==> src/rtl/wb_pkg.sv <==
// rtl/wb_pkg.sv - shared widths and load-queue entry type for the writeback unit
package wb_pkg;
  localparam int XLEN  = 32;
  localparam int AW    = 4;
  localparam int DEPTH = 4;

  typedef struct packed {
    logic            valid;
    logic [AW-1:0]   rd;
    logic [XLEN-1:0] data;
  } wb_entry_t;
endpackage

==> src/rtl/regfile_writeback_unit_if.sv <==
// rtl/regfile_writeback_unit_if.sv - ALU/load inputs, forwarding lookups and register-file write port
interface regfile_writeback_unit_if #(
  parameter int XLEN  = 32,
  parameter int AW    = 4,
  parameter int DEPTH = 4
);
  localparam int CW = $clog2(DEPTH) + 1;

  logic            alu_valid;
  logic [AW-1:0]   alu_rd;
  logic [XLEN-1:0] alu_data;
  logic            ld_valid;
  logic            ld_ready;
  logic [AW-1:0]   ld_rd;
  logic [XLEN-1:0] ld_data;
  logic [AW-1:0]   rs1_addr;
  logic [AW-1:0]   rs2_addr;
  logic            rs1_fwd_hit;
  logic [XLEN-1:0] rs1_fwd_data;
  logic            rs2_fwd_hit;
  logic [XLEN-1:0] rs2_fwd_data;
  logic [AW-1:0]   rd_addr;
  logic [XLEN-1:0] rd_data;
  logic [CW-1:0]   q_count;

  modport master (
    input  alu_valid, alu_rd, alu_data, ld_valid, ld_rd, ld_data, rs1_addr, rs2_addr,
    output ld_ready, rs1_fwd_hit, rs1_fwd_data, rs2_fwd_hit, rs2_fwd_data,
           rd_addr, rd_data, q_count
  );

  modport slave (
    output alu_valid, alu_rd, alu_data, ld_valid, ld_rd, ld_data, rs1_addr, rs2_addr,
    input  ld_ready, rs1_fwd_hit, rs1_fwd_data, rs2_fwd_hit, rs2_fwd_data,
           rd_addr, rd_data, q_count
  );
endinterface

==> src/rtl/wb_load_queue.sv <==
// rtl/wb_load_queue.sv - in-order load result buffer with WAW kill and youngest-match lookup
module wb_load_queue
  import wb_pkg::wb_entry_t;
#(
  parameter int XLEN  = wb_pkg::XLEN,
  parameter int AW    = wb_pkg::AW,
  parameter int DEPTH = wb_pkg::DEPTH,
  localparam int PW   = $clog2(DEPTH),
  localparam int CW   = PW + 1
) (
  input  logic            clk,
  input  logic            rst,
  input  logic            enq,
  input  logic [AW-1:0]   enq_rd,
  input  logic [XLEN-1:0] enq_data,
  input  logic            kill_en,
  input  logic [AW-1:0]   kill_rd,
  input  logic            pop,
  output wb_entry_t       head,
  output logic            full,
  output logic [CW-1:0]   count,
  input  logic [AW-1:0]   lk_addr [2],
  output logic            lk_hit  [2],
  output logic [XLEN-1:0] lk_data [2]
);
  wb_entry_t       mem [DEPTH];
  logic [PW-1:0]   hd;
  logic [PW-1:0]   tl;
  logic [PW-1:0]   idx;
  logic            do_enq;
  logic            do_pop;

  assign full   = (count == CW'(DEPTH));
  assign head   = mem[hd];
  assign do_enq = enq && !full;
  assign do_pop = pop && (count != '0);

  always_ff @(posedge clk) begin
    if (rst) begin
      hd    <= '0;
      tl    <= '0;
      count <= '0;
      for (int i = 0; i < DEPTH; i++) mem[i].valid <= 1'b0;
    end else begin
      if (kill_en) begin
        for (int i = 0; i < DEPTH; i++)
          if (mem[i].rd == kill_rd) mem[i].valid <= 1'b0;
      end
      // The load is older than a same-cycle ALU write, so it arrives already killed.
      if (do_enq) begin
        mem[tl] <= '{!(kill_en && kill_rd == enq_rd), enq_rd, enq_data};
        tl      <= tl + 1'b1;
      end
      if (do_pop) hd <= hd + 1'b1;
      count <= count + CW'(do_enq) - CW'(do_pop);
    end
  end

  // Walk oldest to youngest so the last match left standing is the youngest.
  always_comb begin
    idx = '0;
    for (int l = 0; l < 2; l++) begin
      lk_hit[l]  = 1'b0;
      lk_data[l] = '0;
      for (int i = 0; i < DEPTH; i++) begin
        idx = hd + PW'(i);
        if (CW'(i) < count && mem[idx].valid && lk_addr[l] != '0 && mem[idx].rd == lk_addr[l]) begin
          lk_hit[l]  = 1'b1;
          lk_data[l] = mem[idx].data;
        end
      end
    end
  end
endmodule

==> src/rtl/regfile_writeback_unit.sv <==
// rtl/regfile_writeback_unit.sv - merges ALU and load results into one register-file write port
module regfile_writeback_unit
  import wb_pkg::wb_entry_t;
#(
  parameter int XLEN  = wb_pkg::XLEN,
  parameter int AW    = wb_pkg::AW,
  parameter int DEPTH = wb_pkg::DEPTH
) (
  input  logic                      clk,
  input  logic                      rst,
  regfile_writeback_unit_if.master  bus
);
  localparam int CW = $clog2(DEPTH) + 1;

  wb_entry_t       head;
  logic            q_full;
  logic [CW-1:0]   q_cnt;
  logic            alu_wr;
  logic            head_wr;
  logic            enq;
  logic            pop;
  logic [AW-1:0]   lk_addr [2];
  logic            lk_hit  [2];
  logic [XLEN-1:0] lk_data [2];

  assign alu_wr  = bus.alu_valid && bus.alu_rd != '0;
  assign head_wr = (q_cnt != '0) && head.valid;
  // A killed head leaves regardless of ALU traffic; a live head waits for a free slot.
  assign pop     = (q_cnt != '0) && (!head.valid || !alu_wr);
  assign enq     = bus.ld_valid && !q_full && bus.ld_rd != '0;

  assign bus.ld_ready = !q_full;
  assign bus.q_count  = q_cnt;
  assign lk_addr[0]   = bus.rs1_addr;
  assign lk_addr[1]   = bus.rs2_addr;

  wb_load_queue #(.XLEN(XLEN), .AW(AW), .DEPTH(DEPTH)) u_queue (
    .clk      (clk),
    .rst      (rst),
    .enq      (enq),
    .enq_rd   (bus.ld_rd),
    .enq_data (bus.ld_data),
    .kill_en  (alu_wr),
    .kill_rd  (bus.alu_rd),
    .pop      (pop),
    .head     (head),
    .full     (q_full),
    .count    (q_cnt),
    .lk_addr  (lk_addr),
    .lk_hit   (lk_hit),
    .lk_data  (lk_data)
  );

  always_ff @(posedge clk) begin
    if (rst) begin
      bus.rd_addr <= '0;
      bus.rd_data <= '0;
    end else if (alu_wr) begin
      bus.rd_addr <= bus.alu_rd;
      bus.rd_data <= bus.alu_data;
    end else if (head_wr) begin
      bus.rd_addr <= head.rd;
      bus.rd_data <= head.data;
    end else begin
      bus.rd_addr <= '0;
    end
  end

  always_comb begin
    bus.rs1_fwd_hit  = 1'b0;
    bus.rs1_fwd_data = '0;
    if (bus.rs1_addr != '0) begin
      if (alu_wr && bus.alu_rd == bus.rs1_addr) begin
        bus.rs1_fwd_hit  = 1'b1;
        bus.rs1_fwd_data = bus.alu_data;
      end else if (bus.rd_addr == bus.rs1_addr) begin
        bus.rs1_fwd_hit  = 1'b1;
        bus.rs1_fwd_data = bus.rd_data;
      end else if (lk_hit[0]) begin
        bus.rs1_fwd_hit  = 1'b1;
        bus.rs1_fwd_data = lk_data[0];
      end
    end
  end

  always_comb begin
    bus.rs2_fwd_hit  = 1'b0;
    bus.rs2_fwd_data = '0;
    if (bus.rs2_addr != '0) begin
      if (alu_wr && bus.alu_rd == bus.rs2_addr) begin
        bus.rs2_fwd_hit  = 1'b1;
        bus.rs2_fwd_data = bus.alu_data;
      end else if (bus.rd_addr == bus.rs2_addr) begin
        bus.rs2_fwd_hit  = 1'b1;
        bus.rs2_fwd_data = bus.rd_data;
      end else if (lk_hit[1]) begin
        bus.rs2_fwd_hit  = 1'b1;
        bus.rs2_fwd_data = lk_data[1];
      end
    end
  end
endmodule

==> src/flat_wrapper.sv <==
// flat-port wrapper written by rule: the top's interface ports become plain ports
module regfile_writeback_unit_flat import wb_pkg::wb_entry_t;
#(
  parameter int XLEN  = wb_pkg::XLEN,
  parameter int AW    = wb_pkg::AW,
  parameter int DEPTH = wb_pkg::DEPTH
)
  (clk, rst, bus_alu_valid, bus_alu_rd, bus_alu_data, bus_ld_valid, bus_ld_rd, bus_ld_data, bus_rs1_addr, bus_rs2_addr, bus_ld_ready, bus_rs1_fwd_hit, bus_rs1_fwd_data, bus_rs2_fwd_hit, bus_rs2_fwd_data, bus_rd_addr, bus_rd_data, bus_q_count);
  regfile_writeback_unit_if #(.XLEN(XLEN), .AW(AW), .DEPTH(DEPTH)) bus_i ();
  input  logic clk;
  input  logic rst;
  input wire logic [$bits(bus_i.alu_valid)-1:0] bus_alu_valid;
  input wire logic [$bits(bus_i.alu_rd)-1:0] bus_alu_rd;
  input wire logic [$bits(bus_i.alu_data)-1:0] bus_alu_data;
  input wire logic [$bits(bus_i.ld_valid)-1:0] bus_ld_valid;
  input wire logic [$bits(bus_i.ld_rd)-1:0] bus_ld_rd;
  input wire logic [$bits(bus_i.ld_data)-1:0] bus_ld_data;
  input wire logic [$bits(bus_i.rs1_addr)-1:0] bus_rs1_addr;
  input wire logic [$bits(bus_i.rs2_addr)-1:0] bus_rs2_addr;
  output wire logic [$bits(bus_i.ld_ready)-1:0] bus_ld_ready;
  output wire logic [$bits(bus_i.rs1_fwd_hit)-1:0] bus_rs1_fwd_hit;
  output wire logic [$bits(bus_i.rs1_fwd_data)-1:0] bus_rs1_fwd_data;
  output wire logic [$bits(bus_i.rs2_fwd_hit)-1:0] bus_rs2_fwd_hit;
  output wire logic [$bits(bus_i.rs2_fwd_data)-1:0] bus_rs2_fwd_data;
  output wire logic [$bits(bus_i.rd_addr)-1:0] bus_rd_addr;
  output wire logic [$bits(bus_i.rd_data)-1:0] bus_rd_data;
  output wire logic [$bits(bus_i.q_count)-1:0] bus_q_count;
  assign bus_i.alu_valid = bus_alu_valid;
  assign bus_i.alu_rd = bus_alu_rd;
  assign bus_i.alu_data = bus_alu_data;
  assign bus_i.ld_valid = bus_ld_valid;
  assign bus_i.ld_rd = bus_ld_rd;
  assign bus_i.ld_data = bus_ld_data;
  assign bus_i.rs1_addr = bus_rs1_addr;
  assign bus_i.rs2_addr = bus_rs2_addr;
  assign bus_ld_ready = bus_i.ld_ready;
  assign bus_rs1_fwd_hit = bus_i.rs1_fwd_hit;
  assign bus_rs1_fwd_data = bus_i.rs1_fwd_data;
  assign bus_rs2_fwd_hit = bus_i.rs2_fwd_hit;
  assign bus_rs2_fwd_data = bus_i.rs2_fwd_data;
  assign bus_rd_addr = bus_i.rd_addr;
  assign bus_rd_data = bus_i.rd_data;
  assign bus_q_count = bus_i.q_count;
  regfile_writeback_unit #(.XLEN(XLEN), .AW(AW), .DEPTH(DEPTH)) u_core (.clk(clk), .rst(rst), .bus(bus_i));
endmodule
==> config.mk <==
export PLATFORM = sky130hd
export DESIGN_NAME = regfile_writeback_unit_flat
export DESIGN_NICKNAME = d
export VERILOG_FILES = /design/src/rtl/wb_pkg.sv /design/src/rtl/regfile_writeback_unit_if.sv /design/src/rtl/wb_load_queue.sv /design/src/rtl/regfile_writeback_unit.sv /design/src/flat_wrapper.sv
export SDC_FILE = /design/constraint.sdc
export NUM_CORES = 1
export LEC_CHECK = 0
export ABC_CLOCK_PERIOD_IN_PS = 3270
export BUFFER_PORTS_ARGS = -buffer_cell sky130_fd_sc_hd__buf_2
export CELL_PAD_IN_SITES_DETAIL_PLACEMENT = 0
export CELL_PAD_IN_SITES_GLOBAL_PLACEMENT = 2
export CORE_MARGIN = 10
export CORE_UTILIZATION = 39
export CTS_CLUSTER_DIAMETER = 150
export DETAILED_ROUTE_END_ITERATION = 8
export GPL_TIMING_DRIVEN = 1
export HOLD_SLACK_MARGIN = 0.05
export PLACE_DENSITY = 0.84
export SYNTH_ARGS = -nofsm -noshare
export SYNTH_HDL_FRONTEND = slang
export SYNTH_SLANG_ARGS = --single-unit
==> constraint.sdc <==
create_clock -name clk -period 3.27 [get_ports clk]
set_clock_uncertainty 0.2 [all_clocks]
set_input_delay 0.1635 -clock clk [delete_from_list [all_inputs] [get_ports clk]]
set_output_delay 0.1635 -clock clk [all_outputs]
set_load 0.005 [all_outputs]
== After elaboration in Yosys (flattened, before gate mapping) ==
Memory sizes are Yosys's and may differ from the RTL's. A register that Yosys moved wholly into a read port is not among the register bits.
Index checks and enable logic that the tools add are counted.

* Bits in registers: 43
* Bits in writable memories: 148
* Bits of input ports: 84
* Logic and storage cells: 142
* Memories: 1

* Add/subtract/negate cells: 6
* Order comparisons: 4
* Equality and inequality tests: 18
* Muxes and demuxes: 63
* Bitwise gates (word level): 4
* Reductions and logical operators: 41

{| class="wikitable"
|+ Memories
! memory !! words !! width !! rd ports !! clocked after Yosys merged registers in !! wr ports !! line !! source
|-
| u_core.u_queue.mem || 4 || 37 || 8 || 1 || 5 || wb_load_queue.sv:26 || <nowiki>wb_entry_t mem [DEPTH];</nowiki>
|}

{| class="wikitable"
|+ Operator list
! kind !! number
|-
| $mux 32 || 18
|-
| $eq 4x4->1 || 17
|-
| $mux 1 || 41
|-
| $logic_and 1x1->1 || 30
|-
| $reduce_bool 4->1 || 4
|-
| $mux 4 || 2
|-
| $lt 1x3->1 const A || 2
|-
| $lt 2x3->1 const A || 2
|-
| $add 2x1->2 const B || 2
|-
| $add 2x2->2 const B || 2
|-
| $logic_not 1->1 || 4
|-
| $mux 2 || 2
|-
| $or 1x1->1 || 4
|-
| $add 3x1->3 || 1
|-
| $eq 3x3->1 const B || 1
|-
| $reduce_bool 3->1 || 1
|-
| $sub 3x1->3 || 1
|-
| $reduce_bool 2->1 || 1
|-
| $logic_or 1x1->1 || 1
|}

== Depth between registers and ports, before layout ==
Gate-level depths: netlist of run 1.

* Depth after elaboration: 12
* Gate-level depth with buffers: 11
* Depth with buffers taken out: 9

== Cells and area by module ==
From an unflattened synthesis of run 1, not the netlist that was laid out.

* Cells, all modules: 1334
* Area total of the unflattened synthesis: 14366.3 um2

{| class="wikitable"
|+ By module, submodules not included
! module !! instances !! cells an instance !! area each (um2) !! sequential area each (um2)
|-
| wb_load_queue || 1 || 884 || 10650.2 || 4624.4
|-
| regfile_writeback_unit || 1 || 450 || 3716.1 || 720.7
|}

== Worst setup path after synthesis of run 1 ==
OpenSTA, ideal clock, no wires.

* Kind: reg-to-output
* Start: reg u_core.u_queue.hd[0]
* End: out bus_rs1_fwd_data[19]
* Arrival time: 2.667 ns
* Slack: 0.240 ns
* Cell stages (with the launch flop): 12
* Path through: dfxtp_1 -> buf_6 -> buf_12 -> mux4_2 -> xnor2_1 -> nand3_1 -> or4_4 -> a31oi_4 -> buf_6 -> buf_12 -> o21ai_1 -> a211oi_2

* Longest elaborated chain between the ends: 12
* Elaborated cells on any way between the ends: 26
* Classes of those cells: add/sub: 3; eq/ne: 3; mux: 10; reduce/logical: 9; memory: 1

{| class="wikitable"
|+ Ends and longest elaborated chain
! item !! line !! source
|-
| from (decl) || wb_load_queue.sv:27 || <nowiki>logic [PW-1:0] hd;</nowiki>
|-
| from (signal assigned) || wb_load_queue.sv:54 || <nowiki>if (do_pop) hd <= hd + 1'b1;</nowiki>
|-
| $add 2x1->2 || wb_load_queue.sv:66 || <nowiki>idx = hd + PW'(i);</nowiki>
|-
| $mem_v2 4x37 (*) || - ||
|-
| branches (longest 6 deep; another with $mux 32) || - ||
|-
| $mux 32 (*) || regfile_writeback_unit.sv:79 || <nowiki>end else if (lk_hit[0]) begin</nowiki>
|-
| $mux 32 (*) || regfile_writeback_unit.sv:76 || <nowiki>end else if (bus.rd_addr == bus.rs1_addr) begin</nowiki>
|-
| $mux 32 (*) || regfile_writeback_unit.sv:73 || <nowiki>if (alu_wr && bus.alu_rd == bus.rs1_addr) begin</nowiki>
|-
| $mux 32 (*) || regfile_writeback_unit.sv:72 || <nowiki>if (bus.rs1_addr != '0) begin</nowiki>
|-
| to (decl) || flat_wrapper.sv:22 || <nowiki>output wire logic [$bits(bus_i.rs1_fwd_data)-1:0] bus_rs1_fwd_data;</nowiki>
|}

Every way passes the cells marked *.

== Worst setup path after layout of run 1 ==
* Start: reg u_core.u_queue.hd[0]
* End: out bus_rs1_fwd_data[30]

Same word-level chain as after synthesis.

==> results.cfg, run 1 <==
[global_routing]
grt-ovfl-total = 0
via_count_of_the_first_global_routing_pass = 13520
first_pass_grt_wire_length_mm = 84.0
groute.usage.overall_pct = 24.6
grt_antenna_before_repair = 1
maximum_number_of_pins_on_one_net_before_global_route_repair = 96

[placement]
portBuffers = 189
place_hpwl_mm = 36.1
post-place-ws_ps = -196
finalWeightedCongestion = 0.873

[power_and_ir_drop]
ir_worst_vdd_mv = 0.404
fin_total_pwr_mw = 11.0
power.density_nw_per_um2 = 568
power.leakage_nw = 6.85

[routing]
post-route-drc-count = 0
avgViaCountPerCell = 6.54
ant_nets = 0
first_pass_iters = 6
wire_per_inst_um = 27.7
num_vias = 13618
postRouteWirelength_mm = 57.6
detailed_router_s_first_iteration_violation_count = 1635

[critical_path]
crit_reg_reg_endpoint = u_core.u_queue.count[1]
worst_setup_path_endpoint = bus_rs1_fwd_data[30]
timing.critical_path.from = u_core.u_queue.hd[0]
timing.critical_path.required_ps = 2910
critical_path_class = reg -> out
critPathCaptureType = output pin
cp_data_arrival_time_ps = 3500
crit_path_start_kind = register
timing.reg2reg.worst_path_depth = 8
worst-path-max-fanout = 7
regToRegSetupSlack_ps = 340

[synth]
yosysUniqueCellTypes = 63
fraction_of_synthesis_flops_using_an_asynchronous_set_or_reset_pin_pct = 0
netlist.area_leader.share_pct = 30.8
yosys_register_bits = 193
synthesis.area_um2 = 14400
dominantRegCellSynth = sky130_fd_sc_hd__edfxtp_1
syn_nets = 1378
synth-seq-area-share_pct = 37.1
post_synth_main_area_contributors = sky130_fd_sc_hd__edfxtp_1 (31%), sky130_fd_sc_hd__mux4_2 (22%), sky130_fd_sc_hd__dfxtp_1 (6.2%), sky130_fd_sc_hd__o21ai_0 (3.8%), sky130_fd_sc_hd__nand3_1 (3.5%)
synth.yosys.warnings = 0
post-synth-top-area-cell = sky130_fd_sc_hd__edfxtp_1
synthCells = 1285
synth.avg_cell_area_um2 = 11.2
edff_count_synth = 148

[die]
die_width_um = 212
coreArea_um2 = 36500
initial_core_util_pct = 39.5
placement_rows = 70
io-pin-count = 190
die_height_um = 212
die_area_um2 = 45100

[sta]
finalSetupTns_ps = -30990
setup_viol_count_final = 66
finalHoldViolations = 0
maxSlewHeadroom_pct = 42.3
final.min_clock_period_ps = 3860
final_period_util_pct = 118
rsz0062_at_grt = true
fmax_mhz = 259
drv_slew = 0
setup_slack_ps = -592
tightestPinTransition_ps = 865

[clock_tree]
cts.path.max_buffers = 2
worstSkewPairLatency_ps = 460
clk_root_buffer_cell = sky130_fd_sc_hd__clkbuf_16
clock_slew_at_the_register_clock_pins_of_the_worst_setup_and_hold_paths_ps = 80
tritoncts = yes
clock_tree.htree_level_count = 4
tritoncts.num_buffers = 17
cts_sinks = 193

[finish]
final_common_cell = sky130_fd_sc_hd__buf_2
layout.cells.most_common_list = sky130_fd_sc_hd__buf_2 (184), sky130_fd_sc_hd__edfxtp_1 (148), sky130_fd_sc_hd__mux4_2 (140)
area_growth_pct = 34.1
final_net_count = 1693
layout_cell_share_with_drive_strength_beyond_1_pct = 40.3

[run_status]
violations = setup timing
outcome = finished, violations left

[min_path]
timing.hold.worst.class = in -> reg

[job]
number_of_maximum_capacitance_violations = 0
how the worst min path moves through the flow:
stage / start / endpoint / slack, ps / cells past startpoint
after floorplan: bus_ld_data[0] / u_core.u_queue.mem[0][0] / 60 / 0
after global placement: bus_ld_data[9] / u_core.u_queue.mem[1][9] / 170 / 1
after detailed placement: bus_ld_data[21] / u_core.u_queue.mem[3][21] / 180 / 1
after CTS: bus_ld_data[27] / u_core.u_queue.mem[1][27] / 240 / 2
after global routing: bus_ld_data[27] / u_core.u_queue.mem[3][27] / 280 / 2
final: bus_ld_data[0] / u_core.u_queue.mem[3][0] / 260 / 2
state kept, by name, summed over array words and instances, names as in the netlist, named ones only:
name	flops
u_core.bus.rd_addr	4
u_core.bus.rd_data	32
u_core.u_queue.count	3
u_core.u_queue.hd	2
u_core.u_queue.mem	148
u_core.u_queue.tl	2
per-layer routing:
metal	GRT usage (%)	vias to the layer above	wire, um
met3	6.08	143	6130
met2	39.3	877	27000
met5	0	-	0
met1	31.5	6786	22500
li1	-	5812	-
met4	9.90	0	1990
layout make-up:
type | instances | area [um2]
multi-input cells | 920 | 8980
inverters | 38 | 143
well taps | 468 | 586
fillers | 3126 | 17200
clock buffers | 18 | 429
diodes | 1 | 2.50
repair buffers | 430 | 3670
clock inverters | 14 | 168
flip-flops and latches | 193 | 5360
timing repair:
item                                    in CTS  in global routing
resized for setup                           92                 72
setup buffers                               27                 12
hold buffers                                75                  0
cloned                                       7                  6
endpoints found under the setup margin      66                 66
hold endpoints to repair                   186                  0
pin swaps                                   59                 86
worst max-delay path, stage by stage, from the launching register on:
cell and delay (ps):
sky130_fd_sc_hd__dfxtp_4 430, sky130_fd_sc_hd__buf_6 140, sky130_fd_sc_hd__mux4_2 570, sky130_fd_sc_hd__xor2_2 180, sky130_fd_sc_hd__or4_4 460, sky130_fd_sc_hd__nor2_4 200
sky130_fd_sc_hd__buf_12 160, sky130_fd_sc_hd__mux2i_1 70, sky130_fd_sc_hd__o311a_1 350, sky130_fd_sc_hd__o31ai_4 230, sky130_fd_sc_hd__buf_4 160, sky130_fd_sc_hd__buf_6 80
kinds of logic (layout without fill, tap and decap cells):
| group | count (synthesis) | count (layout) | synth area share (%) |
|---|---|---|---|
| flops | 193 | 193 | 37.1 |
| buf+inv | 172 | 500 | 5.08 |
| fa+ha+maj | 9 | 9 | 0.833 |
| other cells | 0 | 1 | 0 |
| simple gates | 287 | 287 | 9.77 |
| xor+xnor | 72 | 72 | 4.37 |
| compound gates | 365 | 365 | 17.7 |
| mux | 187 | 187 | 25.2 |
metrics by stage:
stage               area, um2  hold WS, ps  util, %  cells
global placement        16700          172     45.6   1928
global route            19300          275     52.9   2082
floorplan               14400         62.4        -   1285
finish                  19300          256     52.9   2082
detailed placement      16700          179     45.6   1928
CTS                     18800          243     51.6   2068
power breakdown:
group | switching [mW] | internal [mW]
logic | 2.97 | 2.73
clock network | 1.04 | 1.16
registers | 0.230 | 2.87
total | 4.24 | 6.75
Yosys cell counts, types with 19 or more instances:
library cell	count
sky130_fd_sc_hd__edfxtp_1	148
sky130_fd_sc_hd__dfxtp_1	45
sky130_fd_sc_hd__buf_2	19
sky130_fd_sc_hd__clkbuf_1	87
sky130_fd_sc_hd__o21ai_0	110
sky130_fd_sc_hd__nand2_1	81
sky130_fd_sc_hd__xnor2_1	31
sky130_fd_sc_hd__xor2_1	41
sky130_fd_sc_hd__mux4_2	140
sky130_fd_sc_hd__a41oi_1	30
sky130_fd_sc_hd__mux2i_1	43
sky130_fd_sc_hd__a221oi_1	28
sky130_fd_sc_hd__inv_1	37
sky130_fd_sc_hd__nor2_1	48
sky130_fd_sc_hd__nand3_1	101
sky130_fd_sc_hd__buf_1	21
sky130_fd_sc_hd__a211oi_1	50
sky130_fd_sc_hd__a21oi_1	41
sky130_fd_sc_hd__o211ai_1	56
Power figures use the tool's default switching activity.
==> run 2: changes to the inputs <==
Settings changed: BUFFER_PORTS_ARGS -buffer_cell sky130_fd_sc_hd__buf_2 to -buffer_cell sky130_fd_sc_hd__buf_4.
==> run 2 against run 1 <==
The run still ends with setup timing left. Total power shrank 0.36%. Wire length decreased by 1.4%. Sequential power about the same. Final cell count about the same. Count of clock-buffer cells in the layout up 1. Clock power fell by 4%. Sequential share of layout area is 0.56 points lower. Worst hold slack worse by 68 ps. First-iteration DRC count is 20% lower. Worst setup slack worse by 32 ps. Via count fell by 0.37%. Flip-flop and latch count did not move. Largest cell class unchanged.
==> results.cfg, run 2 (synthesis gave the netlist of run 1 again) <==
[sta]
finalSetupTns_ps = -32910
final_period_util_pct = 119
setup_slack_ps = -624
fmax_mhz = 257
hold_ws_ps = 188
final.min_clock_period_ps = 3890
drv_slew = 0
finalHoldViolations = 0
rsz0062_at_grt = true
maxSlewHeadroom_pct = 24.4
tightestPinTransition_ps = 1130
setup_viol_count_final = 66

[global_routing]
first_pass_grt_wire_length_mm = 85.2
grt_antenna_before_repair = 0
maximum_number_of_pins_on_one_net_before_global_route_repair = 96
grt-ovfl-total = 0
via_count_of_the_first_global_routing_pass = 13706
groute.usage.overall_pct = 24.8

[power_and_ir_drop]
power.density_nw_per_um2 = 555
power.leakage_nw = 6.89
switching_power_mw = 4.20
combinationalPowerShare_pct = 52.3
ir_worst_vdd_mv = 0.418
power_report.internal_total_mw = 6.75
swShare_pct = 38.4
power.share.sequential_pct = 28.4
fin_total_pwr_mw = 11.0
clkPwrFrac_pct = 19.3

[die]
die_height_um = 212
io-pin-count = 190
die_width_um = 212
coreArea_um2 = 36500
die_area_um2 = 45100
initial_core_util_pct = 39.5
placement_rows = 70

[clock_tree]
tritoncts = yes
cts.path.max_buffers = 2
clock_slew_at_the_register_clock_pins_of_the_worst_setup_and_hold_paths_ps = 70
clk_root_buffer_cell = sky130_fd_sc_hd__clkbuf_16
tritoncts.num_buffers = 17
cts_sinks = 193
worstSkewPairLatency_ps = 450
clock_tree.htree_level_count = 4

[finish]
layout.filler_cells = 3126
largest_registers = u_core.u_queue.mem: 148 flops, u_core.bus.rd_data: 32 flops, u_core.bus.rd_addr: 4 flops
largest-register = u_core.u_queue.mem
final_common_cell = sky130_fd_sc_hd__buf_4
insertedDiodeCount = 0
largest_register_ff_count = 148
number_of_standard_cells_in_the_layout_taps_in_and_fillers_out = 2083
area_taken_by_multi_input_logic_gates_um2 = 9060
layout_cell_share_with_drive_strength_beyond_1_pct = 41.8
final_net_count = 1695
area_growth_pct = 36.8
final-seq-area_um2 = 5360
layout.cells.most_common_list = sky130_fd_sc_hd__buf_4 (294), sky130_fd_sc_hd__edfxtp_1 (148), sky130_fd_sc_hd__mux4_2 (140)
final_core_utilization_pct = 54.0

[placement]
place_hpwl_mm = 36.5
portBuffers = 189
finalWeightedCongestion = 0.908
place_inst = 1929

[critical_path]
timing.reg2reg.worst_path_depth = 6
worst-path-max-fanout = 27
timing.critical_path.required_ps = 2910
critical_path_class = reg -> out
cp_data_arrival_time_ps = 3530
critPathCaptureType = output pin
crit_path_start_kind = register

[run_status]
violations = setup timing
outcome = finished, violations left

[job]
number_of_maximum_capacitance_violations = 0

[routing]
postRouteWirelength_mm = 56.8
first_pass_iters = 5
wire_per_inst_um = 27.3
detailed_router_s_first_iteration_violation_count = 1307
avgViaCountPerCell = 6.51
ant_nets = 0
num_vias = 13567
post-route-drc-count = 0

[min_path]
worstHoldPathCells = 5
timing.hold.worst.class = in -> reg
==> run 2: cell types whose count changed in the layout (fill, tap and decap cells not counted), moves of 4 or more <==
cell,change
sky130_fd_sc_hd__buf_4,+194
sky130_fd_sc_hd__a41oi_2,+7
sky130_fd_sc_hd__o21ai_0,-7
sky130_fd_sc_hd__a41oi_1,-8
sky130_fd_sc_hd__o21ai_1,-5
sky130_fd_sc_hd__a211oi_1,-11
sky130_fd_sc_hd__buf_2,-184
sky130_fd_sc_hd__o21ai_2,+12
sky130_fd_sc_hd__inv_6,-4
sky130_fd_sc_hd__buf_12,-7
sky130_fd_sc_hd__a211oi_2,+12
sky130_fd_sc_hd__clkbuf_16,-4
==> run 2: layout make-up <==
cell class / count / share of cell area (%)
multi-input combinational: 920 / 45.9
sequential: 193 / 27.1
timing repair buffer: 432 / 20.4
tap: 468 / 2.97
clock buffer: 19 / 2.19
inverter: 38 / 0.723
clock inverter: 13 / 0.685
==> run 2: routing by layer <==
| metal | vias up | wire length, um | track usage (%) |
|---|---|---|---|
| met3 | 110 | 5460 | 5.36 |
| li1 | 5808 | - | - |
| met2 | 850 | 26800 | 40.1 |
| met1 | 6799 | 22900 | 32.4 |
| met5 | - | 0 | 0 |
| met4 | 0 | 1600 | 8.22 |
==> run 2: worst max-delay path, stage by stage, from the launching register on <==
cell	delay, ps
sky130_fd_sc_hd__edfxtp_1	480
sky130_fd_sc_hd__mux4_2	590
sky130_fd_sc_hd__xor2_4	200
sky130_fd_sc_hd__buf_12	130
sky130_fd_sc_hd__nor4_4	300
sky130_fd_sc_hd__buf_4	470
sky130_fd_sc_hd__nand3_1	120
sky130_fd_sc_hd__o21ai_0	120
sky130_fd_sc_hd__a221oi_1	120
sky130_fd_sc_hd__a211oi_2	360
sky130_fd_sc_hd__buf_4	180
==> run 2: repair_timing <==
action,4_1_cts,5_1_grt
pin swaps,126,47
buffers inserted,35,5
hold buffers,76,0
cloned,9,1
hold endpoints to repair,184,0
gates resized for setup,122,59
endpoints found under the setup margin,66,66
==> run 2: power groups by stage <==
stage                     logic (mW)  registers [mW]  clock network, mW
after floorplan                 3.49            3.05                  0
after global placement          5.09            3.14                  0
after detailed placement        5.12            3.16                  0
after CTS                       5.54            3.10               2.15
after global routing            6.09            3.13               2.25
final                           5.73            3.10               2.12
==> run 2: final timing paths <==
check	startpoint	endpoint	slack [ps]
worst min register to register	u_core.u_queue.tl[1]	u_core.u_queue.tl[1]	380
worst max-delay path	u_core.u_queue.mem[3][35]	bus_rs1_fwd_data[29]	-620
worst max register to register	register	u_core.bus.rd_data[13]	170
worst min-delay path	bus_alu_valid	u_core.u_queue.mem[3][36]	190
==> run 2: through the flow <==
stage	setup slack, ps	instance area, um2
finish	-624	19700
global route	-684	19700
CTS	-559	19400
detailed placement	-208	17100
global placement	-252	17100
floorplan	240	14400
